[config.mk]
export PLATFORM = sky130hd
export DESIGN_NAME = pedestrian_signal_controller
export DESIGN_NICKNAME = d
export VERILOG_FILES = /design/src/rtl/pedestrian_signal_controller.sv
export SDC_FILE = /design/constraint.sdc
export NUM_CORES = 1
export LEC_CHECK = 0
export CAP_MARGIN = 15
export CORE_UTILIZATION = 52
export CTS_CLUSTER_SIZE = 14
export DETAILED_ROUTE_END_ITERATION = 7
export PLACE_DENSITY = 0.81
export SETUP_SLACK_MARGIN = 0.15
export SYNTH_ARGS = -nofsm -noshare
export SYNTH_HDL_FRONTEND = slang
export SYNTH_SLANG_ARGS = --single-unit
[constraint.sdc]
create_clock -name clock -period 2 [get_ports clock]
set_input_delay 0.4 -clock clock [delete_from_list [all_inputs] [get_ports clock]]
set_output_delay 0.4 -clock clock [all_outputs]
set_load 0.01 [all_outputs]
[src/rtl/pedestrian_signal_controller.sv]
// pedestrian_signal_controller
// Latches pedestrian button requests and drives the WALK / DONT_WALK lamp pair
// (steady WALK, flashing DONT_WALK, steady DONT_WALK) inside a vehicle red phase.
// Any loss of red aborts to DONT_WALK. A non-one-hot light code locks the
// block in FAULT until reset.
// Build option: define PED_COUNTDOWN_EN to drive the countdown port from the
// phase counter. When it is undefined, countdown is tied to 0.
module pedestrian_signal_controller #(
    parameter int WALK_CYCLES  = 6,
    parameter int FLASH_CYCLES = 4,
    parameter int BLINK_DIV    = 2,
    parameter int CNT_W        = 8
) (
    input  logic             clock,
    input  logic             reset,
    input  logic             RED,
    input  logic             GREEN,
    input  logic             YELLOW,
    input  logic             ped_button,
    output logic             WALK,
    output logic             DONT_WALK,
    output logic             ped_waiting,
    output logic [CNT_W-1:0] countdown,
    output logic             fault
);

    typedef enum logic [2:0] {S_IDLE, S_WALK, S_FLASH, S_DONE, S_FAULT} state_t;

    localparam int BLK_W = (BLINK_DIV > 1) ? $clog2(BLINK_DIV) : 1;

    state_t             r_state, w_state_n;
    logic [CNT_W-1:0]   r_cnt, w_cnt_n;
    logic               r_req, w_req_n;
    logic [BLK_W-1:0]   r_blk_cnt, w_blk_cnt_n;
    logic               r_blk_ph, w_blk_ph_n;
    logic               r_red_q, r_btn_q;
    logic               w_red_rise, w_btn_rise;
    logic [2:0]         w_code;
    logic               w_onehot;

    assign w_red_rise = RED & ~r_red_q;
    assign w_btn_rise = ped_button & ~r_btn_q;
    assign w_code     = {RED, GREEN, YELLOW};
    assign w_onehot   = (w_code == 3'b100) || (w_code == 3'b010) || (w_code == 3'b001);

    // Edge-detect history. red_q resets high so a red phase already running at reset is not a rise.
    always_ff @(posedge clock or posedge reset) begin
        if (reset) begin
            r_red_q <= 1'b1;
            r_btn_q <= 1'b0;
        end else begin
            r_red_q <= RED;
            r_btn_q <= ped_button;
        end
    end

    // State, phase counter, request latch and blink generator registers.
    always_ff @(posedge clock or posedge reset) begin
        if (reset) begin
            r_state   <= S_IDLE;
            r_cnt     <= '0;
            r_req     <= 1'b0;
            r_blk_cnt <= '0;
            r_blk_ph  <= 1'b0;
        end else begin
            r_state   <= w_state_n;
            r_cnt     <= w_cnt_n;
            r_req     <= w_req_n;
            r_blk_cnt <= w_blk_cnt_n;
            r_blk_ph  <= w_blk_ph_n;
        end
    end

    // Next-state logic. Priority: illegal light code, then loss of red, then normal sequencing.
    always_comb begin
        w_state_n   = r_state;
        w_cnt_n     = r_cnt;
        w_req_n     = r_req;
        w_blk_cnt_n = r_blk_cnt;
        w_blk_ph_n  = r_blk_ph;
        if (!w_onehot) begin
            w_state_n = S_FAULT;
            w_cnt_n   = '0;
            w_req_n   = 1'b0;
        end else begin
            case (r_state)
                S_IDLE: begin
                    if (w_red_rise && (r_req || w_btn_rise)) begin
                        w_state_n = S_WALK;
                        w_cnt_n   = CNT_W'(WALK_CYCLES + FLASH_CYCLES - 1);
                        w_req_n   = 1'b0;
                    end else if (w_btn_rise) begin
                        w_req_n = 1'b1;
                    end
                end
                S_WALK: begin
                    if (!RED) begin
                        w_state_n = S_IDLE;
                        w_cnt_n   = '0;
                    end else begin
                        w_cnt_n = r_cnt - 1'b1;
                        if (r_cnt == CNT_W'(FLASH_CYCLES)) begin
                            w_state_n   = S_FLASH;
                            w_blk_cnt_n = '0;
                            w_blk_ph_n  = 1'b0;
                        end
                    end
                end
                S_FLASH: begin
                    if (!RED) begin
                        w_state_n = S_IDLE;
                        w_cnt_n   = '0;
                    end else begin
                        if (r_cnt == '0) begin
                            w_state_n = S_DONE;
                        end else begin
                            w_cnt_n = r_cnt - 1'b1;
                        end
                        if (r_blk_cnt == BLK_W'(BLINK_DIV - 1)) begin
                            w_blk_cnt_n = '0;
                            w_blk_ph_n  = ~r_blk_ph;
                        end else begin
                            w_blk_cnt_n = r_blk_cnt + 1'b1;
                        end
                    end
                end
                S_DONE: begin
                    w_cnt_n = '0;
                    if (w_btn_rise) w_req_n = 1'b1;
                    if (!RED) w_state_n = S_IDLE;
                end
                S_FAULT: begin
                    w_cnt_n = '0;
                    w_req_n = 1'b0;
                end
                default: begin
                    w_state_n = S_IDLE;
                    w_cnt_n   = '0;
                end
            endcase
        end
    end

    // Lamps are decoded from registered state only; the two lamps are mutually exclusive by construction.
    assign WALK        = (r_state == S_WALK);
    assign DONT_WALK   = (r_state != S_WALK) && !((r_state == S_FLASH) && r_blk_ph);
    assign ped_waiting = r_req;
    assign fault       = (r_state == S_FAULT);

`ifdef PED_COUNTDOWN_EN
    assign countdown = r_cnt;
`else
    assign countdown = '0;
`endif

endmodule
==> impl_results.md <==
- Post-Route WL: around 2300 µm
- Slowest Stage Delay on Critical Path: ~0.45 ns
- Final HPWL DP: around 1700 µm
- Startpoint types: flop
- Syn Area/Cell: around 9.1 µm²
- Area Overhead vs Synth: 23.3%
- Max-cap viol count: 0
- Num CTS Buffers: 3
- H-tree depth: 1
- Synth top area share: about a third
- Rel. slew slack: about three fifths
- Die area: between 2000 and 2500 µm²
- Total track usage: a little under a quarter
- Max-slew violations: 0
- Leakage: around 0.6 nW
- Tcrit/Tclk final: 89.0%
- Chip height: roughly 48 µm
- N_diodes: 0
- Post-synthesis async set-or-reset flop share: 100%
- Fillers: between 150 and 200
- Vias per cell: 5.53
- Number of global-route vias before repair: 851
- Port bufs: 9
- Die X: between 40 and 50 µm
- Crit-path max FO: 7
- Clock skew: about 0.013 ns
- CP Data Required Time: between 2 and 2.5 ns
- Antenna Nets Post-Route: 0
- DP Worst Slack: -0.242 ns
- Layout Nets: approximately 160
- Synth Flop Type: dfrtp_1
- Final hold vios: 0
- CP Capture Type: flop
- Maximum vdd ir drop: around 0.42 mV
- Top Ports: 18
- Initial antenna violation count: 0
- Slowest cell on the critical path: dfrtp_1
- Clock sinks: 16
- DRT Pass-1 Iters: 4
- Slew @ Worst Pin: ~0.6 ns
- Synthesis-stage register bit count: 16
- Buf+Inv Stages, Crit Path: 2
- Synth Warn #: 0
- Psw: ~140 µW
- Top post-synthesis cells by area: dfrtp_1, o21ai_0, buf_4, a21oi_1, nor3_1
- Post-CTS Hold Fix Bufs: 0
- Worst setup margin: between 0.2 and 0.25 ns
- WP data arrival: 1.98 ns
- Fmax: 562 MHz
- Status: complete, no violations
- Core ar.: about 2000 µm²
- Power share of the clock group: approximately 37%
- Iter 0 DRT Violations: 26
- Post-DP Area: between 1000 and 1500 µm²
- Most area-hungry cell type in the Yosys netlist: dfrtp_1
- Final Setup Violations: 0
- Clock latency on the worst-skew pair: just under 0.3 ns
- Crit path cell chain: inv_1 -> ha_1 -> nor4b_1 -> buf_4 -> nand4b_4 -> o31ai_4 -> nand2_1 -> o31ai_1
- Largest net degree at the start of global routing: 17
- Max Root-Sink Buffers: 2
- Crit-path leading delay family: simple AND/OR/NAND/NOR gates
- Share of cells above drive strength 1: between 20 and 30%
- # placed instances: 164
- Comb power frac: 8.5%
- Number of synthesized flops with an enable pin: 0
- CP Class: reg2reg
- Design area: between 1000 and 1500 µm²
- Int Pwr: 460 µW
- Seq pwr share: a little under three fifths
- CTS tree: built
- RSZ-0062 raised after global routing: true
- Commonest cells in the netlist: dfrtp_1, o21ai_0, buf_4, nand2_1
- GPL Wtd Cong: around 0.84
- First-pass GRT wire length: 3700 µm
- Switching Share: 23.0%
- Count of different cell masters after synthesis: between 40 and 50
- Sequential fraction of the synthesis area: 36.6%
- Mapped Cells: 120
- Drt wl/cell: about 13 µm
- Remaining routing DRC violations: 0
- WHS: slightly above 0.4 ns
- Pwr dens: 442 nW/µm²
- Clock Pin Slew Worst Setup and Hold Paths: 0.10 ns
- Core Rows: 16
- Layout Cells excl Fill: between 150 and 200
- GRT overflow: 0
- Hold Crit Class: in2reg
- DR vias: between 900 and 1k
- Starting Density: 55.4%
- Post-Synthesis Cell Area: around 1100 µm²
- Cell with the most instances after synthesis: dfrtp_1
- Root buf cell: clkbuf_4
- Tmin final: approximately 1.8 ns
registers in the layout, indices dropped and copies added, names as in the netlist:
name / flops
ped_waiting: 1
r_blk_cnt: 1
r_btn_q: 1
r_state: 3
r_red_q: 1
r_cnt: 8
r_blk_ph: 1
power groups by stage:
stage               Combinational (mW)  Clock, mW  Sequential (mW)
floorplan                       0.0350          0            0.334
global placement                0.0503          0            0.335
detailed placement              0.0513          0            0.335
CTS                             0.0517      0.224            0.329
global route                    0.0575      0.238            0.329
finish                          0.0510      0.218            0.329
worst register-to-register path: stages (launching register included):
cell and delay (ns):
dfrtp_1 0.45, inv_1 0.12, ha_1 0.17, nor4b_1 0.24, buf_4 0.18, nand4b_4 0.19
o31ai_4 0.15, nand2_1 0.10, o31ai_1 0.08
final cells by class:
type | instances | area, µm² | share of cell area [%]
Clock buffer | 4 | 36.3 | 2.68
Inverter | 7 | 26.3 | 1.94
Multi-Input combinational cell | 92 | 613 | 45.3
Sequential cell | 16 | 405 | 30.0
Tap cell | 27 | 33.8 | 2.50
Timing Repair Buffer | 28 | 238 | 17.6
path summary, 6_finish.rpt:
kind,from,depth (start not counted),endpoint,slack [ns]
max in group asynchronous,reset,2,r_state[2]$_DFFE_PP0P_,1.10
worst max register to register,r_cnt[0]$_DFFE_PP0P_,8,r_cnt[1]$_DFFE_PP0P_,0.22
worst min register to register,r_cnt[6]$_DFFE_PP0P_,2,r_cnt[6]$_DFFE_PP0P_,0.54
worst max-delay path,r_cnt[0]$_DFFE_PP0P_,8,r_cnt[1]$_DFFE_PP0P_,0.22
worst min-delay path,RED,2,r_red_q$_DFF_PP1_,0.41
min in group asynchronous,reset,2,r_cnt[1]$_DFFE_PP0P_,0.46
through the flow:
stage               util [%]  power [mW]  setup TNS (ns)
floorplan                  -       0.369               0
global placement        63.3       0.385           -1.08
global route            68.2       0.625               0
CTS                     66.7       0.604               0
finish                  68.2       0.597               0
detailed placement      63.3       0.386           -1.55
cells by family (layout without fill, tap and decap cells):
group | after synthesis | count (layout) | synth area share [%]
mux | 1 | 1 | 0.912
xor+xnor | 1 | 1 | 0.798
other cells | 1 | 8 | 0.342
compound gates | 37 | 37 | 23.6
fa+ha+maj | 3 | 3 | 3.19
simple gates | 42 | 42 | 23.9
buf+inv | 19 | 39 | 10.6
flops | 16 | 16 | 36.6
layout by cell type (no fill, tap or decap), drive strengths merged, types with 2 or more instances in the layout:
cell           netlist  routed
ha                   2       2
nand2                8       8
or3                  2       2
nor3                 7       7
nor2                 6       6
a21oi                7       7
a31oi                3       3
nand2b               6       6
buf                 10      19
and3                 2       2
a21o                 2       2
o31ai                3       3
conb                 1       8
clkbuf               2       4
clkdlybuf4s50        0       3
inv                  7       7
dlymetal6s2s         0       3
dlygate4sd2          0       2
nand3                3       3
o21ai               15      15
dfrtp               15      15
repair_timing:
action,4_1_cts,5_1_grt
endpoints found under the setup margin,8,9
resized for setup,7,6
setup buffers,4,2
gates cloned,0,0
pin swaps,0,3
per-layer routing:
| metal | vias up | track usage, % | part of all wire [%] |
|---|---|---|---|
| li1 | 471 | - | - |
| met1 | 454 | 31.4 | 45 |
| met2 | 35 | 35.9 | 49 |
| met3 | 2 | 6.04 | 5.1 |
| met4 | 0 | 11.1 | 0.73 |
| met5 | - | 0 | 0 |
Note: power is estimated with default switching activity, not from simulation.
